### src/rtl/genius_pkg.sv
// Shared types and constants for the Genius game core: FSM states, LFSR
// geometry and the symbol-to-colour mapping.
package genius_pkg;

  typedef enum logic [1:0] {
    ST_IDLE,
    ST_FILL,
    ST_READY,
    ST_PLAY
  } state_t;

  localparam int          LFSR_W       = 16;
  localparam logic [15:0] LFSR_TAPS    = 16'hB400;
  localparam logic [15:0] SEED_DEFAULT = 16'hACE1;

  localparam logic [1:0] COLOUR_GREEN = 2'd0;
  localparam logic [1:0] COLOUR_RED   = 2'd1;
  localparam logic [1:0] COLOUR_BLUE  = 2'd2;

endpackage

### src/rtl/genius_lfsr16.sv
// 16-bit right-shifting Galois LFSR with seed load and advance enable.
// Only the low RAW_W bits are exported; they feed the symbol mapper.
module genius_lfsr16
  import genius_pkg::*;
#(
  parameter logic [15:0] SEED_RESET = SEED_DEFAULT,
  parameter int          RAW_W      = 2
) (
  input  logic              clk,
  input  logic              reset,
  input  logic              i_load,
  input  logic [15:0]       i_load_val,
  input  logic              i_advance,
  output logic [RAW_W-1:0]  o_raw
);

  logic [LFSR_W-1:0] r_lfsr;

  // NOTE: sequential state uses non-blocking assignments so every flop
  // samples pre-edge values regardless of block ordering.
  always_ff @(posedge clk) begin
    if (reset) begin
      r_lfsr <= SEED_RESET;
    end else if (i_load) begin
      // An all-zero seed would lock the LFSR; substitute 1.
      r_lfsr <= (i_load_val == '0) ? 16'h0001 : i_load_val;
    end else if (i_advance) begin
      r_lfsr <= (r_lfsr >> 1) ^ (r_lfsr[0] ? LFSR_TAPS : '0);
    end
  end

  assign o_raw = r_lfsr[RAW_W-1:0];

endmodule

### src/rtl/genius_sequence_gen.sv
// Sequence memory for the Genius game: filled from the LFSR on start, read
// randomly by index, and streamed over a valid/ready playback port.
module genius_sequence_gen
  import genius_pkg::*;
#(
  parameter int          DEPTH       = 16,
  parameter int          SYM_W       = 2,
  parameter int          NUM_SYMBOLS = 3,
  parameter logic [15:0] SEED_RESET  = 16'hACE1
) (
  input  logic                         clk,
  input  logic                         reset,
  input  logic                         i_seed_load,
  input  logic [15:0]                  i_seed_in,
  input  logic                         i_start,
  output logic                         o_busy,
  output logic                         o_done,
  input  logic [$clog2(DEPTH)-1:0]     i_rd_idx,
  output logic [SYM_W-1:0]             o_rd_sym,
  input  logic                         i_play_start,
  input  logic [$clog2(DEPTH+1)-1:0]   i_play_len,
  output logic                         o_out_valid,
  input  logic                         i_out_ready,
  output logic [SYM_W-1:0]             o_out_sym,
  output logic [$clog2(DEPTH)-1:0]     o_out_idx,
  output logic                         o_out_last
);

  localparam int                 IDX_W    = $clog2(DEPTH);
  localparam int                 LEN_W    = $clog2(DEPTH + 1);
  localparam logic [IDX_W-1:0]   IDX_LAST = IDX_W'(DEPTH - 1);
  localparam logic [LEN_W-1:0]   LEN_MAX  = LEN_W'(DEPTH);
  localparam logic [SYM_W:0]     NSYM     = (SYM_W + 1)'(NUM_SYMBOLS);

  state_t             r_state, w_next;
  logic [IDX_W-1:0]   r_wi, r_pi;
  logic [LEN_W-1:0]   r_len;
  logic [SYM_W-1:0]   r_mem [DEPTH];
  logic               r_done;

  logic [SYM_W-1:0]   w_raw, w_sym;
  logic [SYM_W:0]     w_raw_ext;
  logic [LEN_W-1:0]   w_len_clamped;
  logic               w_idle_rdy, w_start_ok, w_play_ok, w_fill_last, w_play_last;

  genius_lfsr16 #(.SEED_RESET(SEED_RESET), .RAW_W(SYM_W)) u_lfsr (
    .clk        (clk),
    .reset      (reset),
    .i_load     (i_seed_load & w_idle_rdy),
    .i_load_val (i_seed_in),
    .i_advance  (r_state == ST_FILL),
    .o_raw      (w_raw)
  );

  // Fold out-of-range raw values back into 0..NUM_SYMBOLS-1.
  assign w_raw_ext     = {1'b0, w_raw};
  assign w_sym         = (w_raw_ext >= NSYM) ? SYM_W'(w_raw_ext - NSYM) : w_raw;

  assign w_idle_rdy    = (r_state == ST_IDLE) || (r_state == ST_READY);
  assign w_start_ok    = w_idle_rdy && i_start;
  assign w_play_ok     = (r_state == ST_READY) && i_play_start && !i_start && (i_play_len != '0);
  assign w_len_clamped = (i_play_len > LEN_MAX) ? LEN_MAX : i_play_len;
  assign w_fill_last   = (r_state == ST_FILL) && (r_wi == IDX_LAST);
  assign w_play_last   = (LEN_W'(r_pi) == r_len - LEN_W'(1));

  always_ff @(posedge clk) begin
    if (reset) r_state <= ST_IDLE;
    else       r_state <= w_next;
  end

  // NOTE: every output of this block gets a default first, so no path can
  // leave a value unassigned and infer a latch.
  always_comb begin
    w_next      = r_state;
    o_busy      = 1'b0;
    o_out_valid = 1'b0;
    unique case (r_state)
      ST_IDLE:  if (w_start_ok) w_next = ST_FILL;
      ST_FILL: begin
        o_busy = 1'b1;
        if (w_fill_last) w_next = ST_READY;
      end
      ST_READY: begin
        if (w_start_ok)     w_next = ST_FILL;
        else if (w_play_ok) w_next = ST_PLAY;
      end
      ST_PLAY: begin
        o_out_valid = 1'b1;
        if (i_out_ready && w_play_last) w_next = ST_READY;
      end
      default:  w_next = ST_IDLE;
    endcase
  end

  // NOTE: the sequence memory is deliberately reset; the game relies on a
  // cleared memory after reset, so it stays in flops rather than a RAM.
  always_ff @(posedge clk) begin
    if (reset) begin
      for (int i = 0; i < DEPTH; i++) r_mem[i] <= '0;
    end else if (r_state == ST_FILL) begin
      r_mem[r_wi] <= w_sym;
    end
  end

  always_ff @(posedge clk) begin
    if (reset) begin
      r_wi   <= '0;
      r_pi   <= '0;
      r_len  <= '0;
      r_done <= 1'b0;
    end else begin
      r_done <= w_fill_last;
      if (w_start_ok)               r_wi <= '0;
      else if (r_state == ST_FILL)  r_wi <= r_wi + IDX_W'(1);
      if (w_play_ok) begin
        r_pi  <= '0;
        r_len <= w_len_clamped;
      end else if (r_state == ST_PLAY && i_out_ready) begin
        r_pi  <= r_pi + IDX_W'(1);
      end
    end
  end

  assign o_done     = r_done;
  assign o_rd_sym   = r_mem[i_rd_idx];
  assign o_out_sym  = o_out_valid ? r_mem[r_pi] : '0;
  assign o_out_idx  = o_out_valid ? r_pi : '0;
  assign o_out_last = o_out_valid && w_play_last;

endmodule

### config.mk
export PLATFORM = sky130hd
export DESIGN_NAME = genius_sequence_gen
export DESIGN_NICKNAME = d
export VERILOG_FILES = /design/src/rtl/genius_pkg.sv /design/src/rtl/genius_lfsr16.sv /design/src/rtl/genius_sequence_gen.sv
export SDC_FILE = /design/constraint.sdc
export NUM_CORES = 1
export LEC_CHECK = 0
export CORE_ASPECT_RATIO = 0.5
export CORE_MARGIN = 4
export CORE_UTILIZATION = 58
export CTS_BUF_LIST = sky130_fd_sc_hd__clkbuf_4
export DETAILED_ROUTE_END_ITERATION = 6
export PLACE_DENSITY = 0.94
export SLEW_MARGIN = 15
export SYNTH_ARGS = -nofsm -noshare
export SYNTH_HDL_FRONTEND = slang
export SYNTH_HIERARCHICAL = 1
export SYNTH_SLANG_ARGS = --single-unit
### constraint.sdc
create_clock -name clk -period 2.75 [get_ports clk]
set_clock_uncertainty 0.05 [all_clocks]
set_input_delay 0.55 -clock clk [delete_from_list [all_inputs] [get_ports clk]]
set_output_delay 0.55 -clock clk [all_outputs]
set_load 0.05 [all_outputs]
==> results by group, run 1 <==
GRT
  – Number of global-route vias before repair: 2630
  – Gr ovfl total: 0
  – Pin count of the biggest net entering global routing: 30
  – Antenna violations before repair: 0
  – First-pass GRT wire length: 12400 um
  – Overall Global Routing Usage: 20.5%

Critical path
  – Worst Path Required: 2.15 ns
  – Critical Path Fanout Max: 8
  – Critical Path AT: 2.19 ns
  – Startpoint types: flop
  – Largest stage delay on the critical path: 0.52 ns
  – Kind of end point of the critical path: primary output
  – CP delay by family, top: multiplexers
  – Crit-path most repeated cell: mux4_2
  – CP bufs+invs: 2
  – Cells along the critical path: buf_12 -> mux4_2 -> mux4_2 -> and2_4 -> buf_6
  – Crit-path slowest cell: mux4_2
  – CP Class: reg -> out
  – R2R Path Start: r_state[0]$_SDFFE_PP0P_

Placement
  – Placed Instances: 452
  – Dpl cell area: 0.00413 mm2
  – Routability-driven placement congestion ratio: ~0.81
  – HPWL after DPL: 5710 um
  – Number of I/O port buffers: 42
  – Dpl ws: -0.232 ns

Timing
  – Crit path time final: 2.79 ns
  – Slew headroom: 56.7%
  – Slew @ Worst Pin: 0.649 ns
  – Final worst-path cycle share: 102%
  – Fin Setup TNS: -0.0932 ns
  – Post-route setup slack: -0.0444 ns
  – Final Setup Violations: 3
  – Unrepaired setup endpoints after global routing: true
  – Fin. max-slew vios: 0
  – Final-report hold violation count: 0
  – FMAX: 358 MHz
  – WHS: about 0.44 ns

Layout
  – Synth-to-layout area growth: 19.2%
  – Final Non-Filler Cells: roughly 470
  – Fin util: 71.3%
  – Fin nets: 414
  – Most common cell after layout, fill and taps aside: nor2_1
  – Share of layout cells above drive strength 1: 21.0%
  – Most frequent cells in the layout: nor2_1 (50), nand2_1 (42), clkdlybuf4s50_1 (34)
  – Inserted Diodes: 0
  – Cell area after layout: 0.00433 mm2

Floorplan
  – Die area: 0.00767 mm2
  – Rows: 20
  – Die Ht: 64.0 um
  – Initial Util: 59.8%
  – Ports: 43
  – Die Wd: 120 um
  – Core area: 0.00608 mm2

Routing
  – Drt pass-1 iters: 4
  – Routed vias/inst: ~5.7
  – Wire per inst: 15.9 um
  – Vias: 2688
  – ANT nets after route: 0
  – 1st-iter DRT viols: 209
  – Post-Route WL: 7460 um
  – # DRC: 0

CTS
  – CTS tree: built
  – Cts bufs inserted: 9
  – Skew-Pair Late Insertion Delay: approximately 0.40 ns
  – Max H-tree Level: 3
  – Clock tree sinks: 68
  – Worst-path clk slew: 0.10 ns
  – Max Buffers Root-to-Sink: 2
  – Root buf cell: clkbuf_4

Logic synthesis
  – Post-synth ARST share: 0%
  – Register area share after synthesis: between 40% and 50%
  – Post-synth EDFFs: 32
  – Synth unique cells: 46
  – Syn_nets: 372
  – Syn avg cell area: 10.8 um2
  – Register bit total from synthesis: 68
  – Ys Warns: 6
  – Synth Flop Type: dfxtp_1
  – Mapped cell area: between 0.003 and 0.004 mm2
  – Cells after synthesis: 335

Power
  – Power, Total: 1.94 mW
  – VDD IR-drop max: 0.000205 V
  – Pwr dens: 448 mW/mm2
  – Static leakage: 1.59 nW

Status
  – Violated checks: setup timing
  – Outcome: finished, violations left

Worst hold path
  – Worst hold path class: reg -> reg
  – Hold_sp: r_len[4]$_SDFFE_PP0P_

Job
  – Max cap viols: 0
-- registers in the layout, summed over array words and instances, names as in the netlist, named ones only --
| register | cells |
|---|---|
| o_done | 1 |
| r_len | 5 |
| r_mem | 32 |
| r_pi | 4 |
| r_state | 2 |
| r_wi | 4 |
| u_lfsr/r_lfsr | 16 |
-- synthesized netlist by cell type (3+ instances only) --
cell type   n  area (um2)
edfxtp_1   32         961
ha_1        6        75.1
a21oi_1    11        55.1
mux2_2      7        78.8
mux2_4      5        75.1
nand4_1     3        18.8
o21ai_0     4        20.0
and3_1      5        31.3
nor4_1      4        25.0
nor3_1      4        20.0
xor2_1      5        43.8
nor2_1     50         188
clkbuf_1   12        45.0
nand3b_1    3        22.5
nand3_1     5        25.0
buf_4       3        22.5
mux2i_1    14         140
xnor2_1     8        70.1
buf_2       3        15.0
and2_1      9        56.3
nand2b_1    8        50.1
inv_1       7        26.3
dfxtp_1    36         721
mux4_2     20         450
nand2_1    42         158
nor2b_1     6        37.5
-- worst reg2reg max path, cell delays in order (launching register included) --
cell and delay (ns):
dfxtp_1 0.42, buf_4 0.19, nor3b_1 0.38, and2_1 0.31
nand2_1 0.14, nand2_1 0.14
-- report_power, final --
part | switching (mW) | total [mW] | internal (mW) | leakage, nW
clock network | 0.329 | 0.516 | 0.187 | 0.0597
registers | 0.0308 | 1.13 | 1.10 | 0.626
logic | 0.140 | 0.299 | 0.159 | 0.900
-- final timing paths --
check                                                  to  cells past startpoint  slack, ns
worst max-delay path                         o_out_sym[0]                      5      -0.04
worst min-delay path                r_len[4]$_SDFFE_PP0P_                      2       0.44
worst min register to register      r_len[4]$_SDFFE_PP0P_                      2       0.44
worst max register to register  r_mem[4][1]$_SDFFCE_PN0P_                      5       0.85
-- per-layer routing --
| metal | routed length (um) | up-vias | track usage [%] |
|---|---|---|---|
| li1 | - | 1277 | - |
| met1 | 3220 | 1294 | 26.7 |
| met2 | 3640 | 108 | 34.4 |
| met3 | 497 | 9 | 5.04 |
| met4 | 104 | 0 | 6.13 |
| met5 | 0 | - | 0 |
-- layout make-up --
type	count	area (um2)
Timing Repair Buffer	53	551
Fill cell	423	1750
Inverter	8	30.0
Tap cell	88	110
Clock inverter	5	30.0
Clock buffer	10	75.1
Sequential cell	68	1690
Multi-Input combinational cell	237	1850
-- cells by family after synthesis --
group / after synthesis / synth area share [%]
adder cells (fa/ha/maj): 6 / 2.07
AO/OA/AOI/OAI: 27 / 5.30
buffers and inverters: 30 / 4.03
multiplexers: 46 / 20.5
XOR/XNOR: 13 / 3.13
flip-flops: 68 / 46.3
AND/OR/NAND/NOR: 145 / 18.7
-- timing repair --
| item | in CTS | in global routing |
|---|---|---|
| hold buffers | 0 | 0 |
| gates resized for setup | 18 | 7 |
| buffers inserted | 0 | 2 |
| pin swaps | 3 | 0 |
| endpoints found under the setup margin | 5 | 5 |
(Power assumes the default switching activity.)
==> run 2: changes to the inputs <==
--- a/config.mk
+++ b/config.mk
@@ -10,6 +10,7 @@
 export CORE_UTILIZATION = 58
 export CTS_BUF_LIST = sky130_fd_sc_hd__clkbuf_4
 export DETAILED_ROUTE_END_ITERATION = 6
+export GPL_TIMING_DRIVEN = 0
 export PLACE_DENSITY = 0.94
 export SLEW_MARGIN = 15
 export SYNTH_ARGS = -nofsm -noshare
==> constraint.sdc (replaced) <==
create_clock -name clk -period 2.75 [get_ports clk]
set_clock_uncertainty 0.05 [all_clocks]
set_input_delay 0.275 -clock clk [delete_from_list [all_inputs] [get_ports clk]]
set_output_delay 0.275 -clock clk [all_outputs]
set_load 0.05 [all_outputs]
==> run 2 against run 1 <==
The run now ends clean. Design area shrank 0.78%. Non-clock buffer count rose by 9. Count of clock-buffer cells in the layout fell by 1. Sequential share of layout area grew 0.19 points. Flip-flop and latch count unchanged. First-iteration DRC count grew 16%. Critical path type unchanged. Critical endpoint unchanged. Largest power group unchanged.
==> results by group, run 2 (same netlist as run 1, synthesis figures left out) <==
Status
  – Outcome: complete, no violations

CTS
  – Worst-path clk slew: 0.12 ns
  – Cts bufs inserted: 9
  – Max Buffers Root-to-Sink: 2
  – Root buf cell: clkbuf_4
  – CTS tree: built
  – Skew-Pair Late Insertion Delay: 0.41 ns
  – Max H-tree Level: 3
  – Clock tree sinks: 68
  – CTS hold repair buffers: 0

Critical path
  – Worst Path Required: approximately 2.4 ns
  – Critical Path Fanout Max: 8
  – Worst Reg2Reg Path Length in Cells: 7
  – Reg-to-Reg End: u_lfsr/r_lfsr[14]$_SDFFE_PP0P_
  – R2R Path Start: r_state[0]$_SDFFE_PP0P_
  – Startpoint types: flop
  – Worst Setup EP: o_out_sym[0]
  – CP Class: reg -> out
  – Kind of end point of the critical path: primary output
  – Critical Path AT: 2.30 ns
  – R2R Setup Slk: 0.81 ns

Floorplan
  – Core area: roughly 0.0061 mm2
  – Rows: 20
  – Ports: 43
  – Die Ht: 64.0 um
  – Initial Util: 59.8%
  – Die Wd: 120 um
  – Die area: about 0.0077 mm2

Layout
  – Inserted Diodes: 0
  – Cell area after layout: 0.00430 mm2
  – Synth-to-layout area growth: 18.3%
  – Most common cell after layout, fill and taps aside: nor2_1
  – Fin nets: 423
  – Max FFs per register: 32
  – Most frequent cells in the layout: nor2_1 (50), nand2_1 (42), dfxtp_1 (35), clkdlybuf4s50_1 (35), edfxtp_1 (32)
  – Biggest register: r_mem
  – Share of layout cells above drive strength 1: 17.4%
  – Fin util: 70.7%
  – Top Registers: r_mem (32), u_lfsr/r_lfsr (16), r_len (5)
  – Fill cells: 412
  – Final Non-Filler Cells: 479

Routing
  – ANT nets after route: 0
  – Post-Route WL: approximately 8300 um
  – Drt pass-1 iters: 5
  – Vias: 2820
  – Wire per inst: 17.3 um
  – # DRC: 0
  – 1st-iter DRT viols: 242
  – Routed vias/inst: 5.89

Worst hold path
  – Worst hold path class: in -> reg

Power
  – VDD IR-drop max: 0.000361 V
  – Pwr dens: 485 mW/mm2
  – Static leakage: around 1.6 nW
  – Power, Total: 2.09 mW

Timing
  – Post-route setup slack: ~0.13 ns
  – Unrepaired setup endpoints after global routing: false
  – Slew @ Worst Pin: roughly 0.95 ns
  – Final-report hold violation count: 0
  – Crit path time final: 2.62 ns
  – Fin. max-slew vios: 0
  – FMAX: around 380 MHz
  – Final worst-path cycle share: 95.4%
  – WHS: 0.413 ns
  – Final Setup Violations: 0
  – Slew headroom: a little over a third
  – Fin Setup TNS: 0 ns

Placement
  – Dpl ws: -0.190 ns
  – Routability-driven placement congestion ratio: 0.856
  – HPWL after DPL: roughly 6100 um
  – Placed Instances: 463
  – Number of I/O port buffers: 40
  – Dpl cell area: 0.00415 mm2

GRT
  – Number of global-route vias before repair: 2948
  – First-pass GRT wire length: approximately 14000 um
  – Antenna violations before repair: 0
  – Pin count of the biggest net entering global routing: 14
  – Overall Global Routing Usage: a little under a quarter
  – Gr ovfl total: 0

Job
  – Max cap viols: 0
-- run 2: final cells by class --
type	instances	area, um2	share of cell area [%]
buffer	21	116	2.71
sequential	68	1680	39.1
timing repair buffer	41	397	9.22
tap	88	110	2.56
clock buffer	9	67.6	1.57
multi-input combinational	237	1820	42.4
inverter	8	30.0	0.698
clock inverter	7	75.1	1.75
-- run 2: metal layers --
layer	share of wire, %	track usage, %	vias up	wire length (um)
met5	0	0	-	0
met4	3.0	8.84	0	253
met3	7.2	6.19	29	600
met2	49	40.7	147	4070
met1	41	26.2	1345	3380
li1	-	-	1299	-
-- run 2: how the worst min path moves through the flow --
stage                               start                             end  slack (ns)  cells past startpoint
floorplan                           reset         r_state[0]$_SDFFE_PP0P_        0.30                      1
detailed placement  r_len[1]$_SDFFE_PP0P_           r_len[1]$_SDFFE_PP0P_        0.43                      2
CTS                         i_seed_in[12]  u_lfsr/r_lfsr[12]$_SDFFE_PP0P_        0.40                      3
global placement    r_len[1]$_SDFFE_PP0P_           r_len[1]$_SDFFE_PP0P_        0.42                      2
finish                      i_play_len[3]           r_len[3]$_SDFFE_PP0P_        0.41                      3
global route                i_seed_in[12]  u_lfsr/r_lfsr[12]$_SDFFE_PP0P_        0.40                      3
-- run 2: report_power, final --
part | switching (mW) | internal (mW)
registers | 0.0305 | 1.10
logic | 0.150 | 0.155
clock network | 0.371 | 0.281
-- run 2: timing repair --
| item | CTS | global route |
|---|---|---|
| pin swaps | 0 | 1 |
| setup endpoints to repair | 5 | 3 |
| gates resized for setup | 20 | 3 |
| hold endpoints to repair | 0 | 0 |
| setup buffers | 0 | 1 |
-- run 2: critical path: stages (launching register included) --
cell	delay, ns
dfxtp_1	0.34
buf_6	0.16
mux4_2	0.52
mux4_2	0.49
and2_1	0.17
buf_2	0.20
==> run 3: changes to the inputs <==
--- a/config.mk
+++ b/config.mk
@@ -6,12 +6,10 @@
 export NUM_CORES = 1
 export LEC_CHECK = 0
 export CORE_ASPECT_RATIO = 0.5
-export CORE_MARGIN = 4
-export CORE_UTILIZATION = 58
-export CTS_BUF_LIST = sky130_fd_sc_hd__clkbuf_4
+export CORE_UTILIZATION = 56
 export DETAILED_ROUTE_END_ITERATION = 6
 export GPL_TIMING_DRIVEN = 0
-export PLACE_DENSITY = 0.94
+export PLACE_DENSITY = 0.92
 export SLEW_MARGIN = 15
 export SYNTH_ARGS = -nofsm -noshare
 export SYNTH_HDL_FRONTEND = slang
==> run 3 against run 2 <==
Maximum frequency decreased by 1.7%. Flip-flop and latch count unchanged. Clock power up 76%. Routed wire length is 6.8% higher. Sequential share of layout area decreased by 1.4 points. Die area down 11%. Register-to-register slack got worse by 0.14 ns. Power rose by 24%. Worst hold slack improved by 0.030 ns. Count of clock-buffer cells in the layout is the same. Setup slack got worse by 0.047 ns. Critical path type unchanged. Largest power group is now clock.
==> results by group, run 3 (same netlist as run 1, synthesis figures left out) <==
Status
  – Outcome: complete, no violations

Timing
  – Post-route setup slack: 0.0798 ns
  – FMAX: about 370 MHz
  – Final worst-path cycle share: between 90% and 100%
  – Fin Setup TNS: 0 ns
  – Final Setup Violations: 0
  – Slew headroom: 27.0%
  – Slew @ Worst Pin: ~1.1 ns
  – Fin. max-slew vios: 0
  – Crit path time final: 2.67 ns
  – Final-report hold violation count: 0
  – WHS: 0.443 ns
  – Unrepaired setup endpoints after global routing: false

Placement
  – Number of I/O port buffers: 40
  – Dpl ws: -0.256 ns
  – Routability-driven placement congestion ratio: ~0.8
  – Placed Instances: 463
  – HPWL after DPL: approximately 6200 um
  – Dpl cell area: about 0.0041 mm2

Critical path
  – Worst Path Required: 2.42 ns
  – CP Class: reg -> out
  – R2R Setup Slk: 0.67 ns
  – CP bufs+invs: 2
  – Worst Reg2Reg Path Length in Cells: 4
  – Critical Path AT: 2.35 ns
  – Critical path depth: 5
  – Largest stage delay on the critical path: 0.53 ns
  – Critical Path Fanout Max: 8
  – CP delay by family, top: multiplexers
  – Reg-to-Reg End: r_pi[2]$_SDFFE_PP0P_
  – R2R Path Start: r_state[0]$_SDFFE_PP0P_
  – Worst Setup EP: o_out_sym[0]
  – Startpoint types: flop
  – Crit-path most repeated cell: mux4_2
  – Kind of end point of the critical path: primary output
  – Cells along the critical path: buf_6 -> mux4_2 -> mux4_2 -> and2_1 -> clkdlybuf4s15_2
  – Crit-path slowest cell: mux4_2

Routing
  – Vias: 2925
  – 1st-iter DRT viols: ~320
  – Routed vias/inst: between 6 and 7
  – Drt pass-1 iters: 5
  – ANT nets after route: 0
  – # DRC: 0
  – Post-Route WL: 8870 um
  – Wire per inst: between 15 and 20 um

Job
  – Max cap viols: 0

Power
  – Pwr dens: between 500 and 600 mW/mm2
  – VDD IR-drop max: 0.000295 V
  – Static leakage: 1.64 nW
  – Power, Total: 2.60 mW

GRT
  – Antenna violations before repair: 0
  – Overall Global Routing Usage: 28.9%
  – Pin count of the biggest net entering global routing: 14
  – First-pass GRT wire length: 14400 um
  – Gr ovfl total: 0
  – Number of global-route vias before repair: 2951

Floorplan
  – Ports: 43
  – Core area: 0.00616 mm2
  – Die area: around 0.0068 mm2
  – Rows: 20
  – Initial Util: 59.0%
  – Die Wd: between 100 and 150 um
  – Die Ht: 59.0 um

CTS
  – Worst-path clk slew: 0.06 ns
  – Max Buffers Root-to-Sink: 2
  – Cts bufs inserted: 9
  – CTS resizes: 13
  – CTS tree: built
  – Post-CTS setup buffers: 0
  – CTS hold repair buffers: 0
  – Root buf cell: clkbuf_16
  – Clock tree sinks: 68
  – Skew-Pair Late Insertion Delay: 0.33 ns
  – Max H-tree Level: 3

Layout
  – Fin nets: 422
  – Top Registers: r_mem (32), u_lfsr/r_lfsr (16), r_len (5)
  – Max FFs per register: 32
  – Share of layout cells above drive strength 1: 16.9%
  – Most common cell after layout, fill and taps aside: nor2_1
  – Biggest register: r_mem
  – Synth-to-layout area growth: 22.7%
  – Fin util: 72.4%
  – Inserted Diodes: 0
  – Cell area after layout: 0.00446 mm2
  – Most frequent cells in the layout: nor2_1 (50), nand2_1 (42), dfxtp_1 (35), clkdlybuf4s50_1 (35), edfxtp_1 (32)
  – Final Non-Filler Cells: 478

Worst hold path
  – Worst hold path class: reg -> reg
[run 3: cell count changes in the layout (fill, tap and decap cells not counted), moves of 2 or more]
cell | before | now
dlygate4sd2_1 | 2 | 0
clkbuf_16 | 0 | 9
clkinvlp_4 | 0 | 2
dlymetal6s2s_1 | 0 | 2
clkbuf_4 | 9 | 0
[run 3: worst min path at each step]
stage / startpoint / end / slack [ns] / depth (start not counted)
6_report: r_len[0]$_SDFFE_PP0P_ / r_len[0]$_SDFFE_PP0P_ / 0.44 / 2
5_1_grt: r_len[1]$_SDFFE_PP0P_ / r_len[1]$_SDFFE_PP0P_ / 0.46 / 2
4_1_cts: r_len[1]$_SDFFE_PP0P_ / r_len[1]$_SDFFE_PP0P_ / 0.45 / 2
3_5_place_dp: r_len[1]$_SDFFE_PP0P_ / r_len[1]$_SDFFE_PP0P_ / 0.43 / 2
3_3_place_gp: r_len[1]$_SDFFE_PP0P_ / r_len[1]$_SDFFE_PP0P_ / 0.42 / 2
2_1_floorplan: reset / r_state[0]$_SDFFE_PP0P_ / 0.30 / 1
[run 3: worst register-to-register path: stages, from the launching register on]
cell and delay, ns:
dfxtp_1 0.35, nor4bb_1 0.93, o21ai_2 0.26, nand2_1 0.27, nor2_1 0.10
[run 3: area by class of cell]
type                    count  area, um2
multi-input cells         237       1820
fillers                   411       1700
flip-flops and latches     68       1680
repair buffers             40        399
clock buffers               9        225
plain buffers              21        116
well taps                  88        110
clock inverters             7       76.3
inverters                   8       30.0
[run 3: power by group]
| group | internal (mW) | switching (mW) |
|---|---|---|
| clock network | 0.705 | 0.449 |
| registers | 1.10 | 0.0304 |
| logic | 0.157 | 0.154 |
[run 3: per-layer routing]
layer / GRT usage, % / part of all wire [%]
met5: 0 / 0
met4: 15.6 / 3.7
met1: 35.2 / 41
met2: 48.7 / 48
met3: 7.16 / 7.5
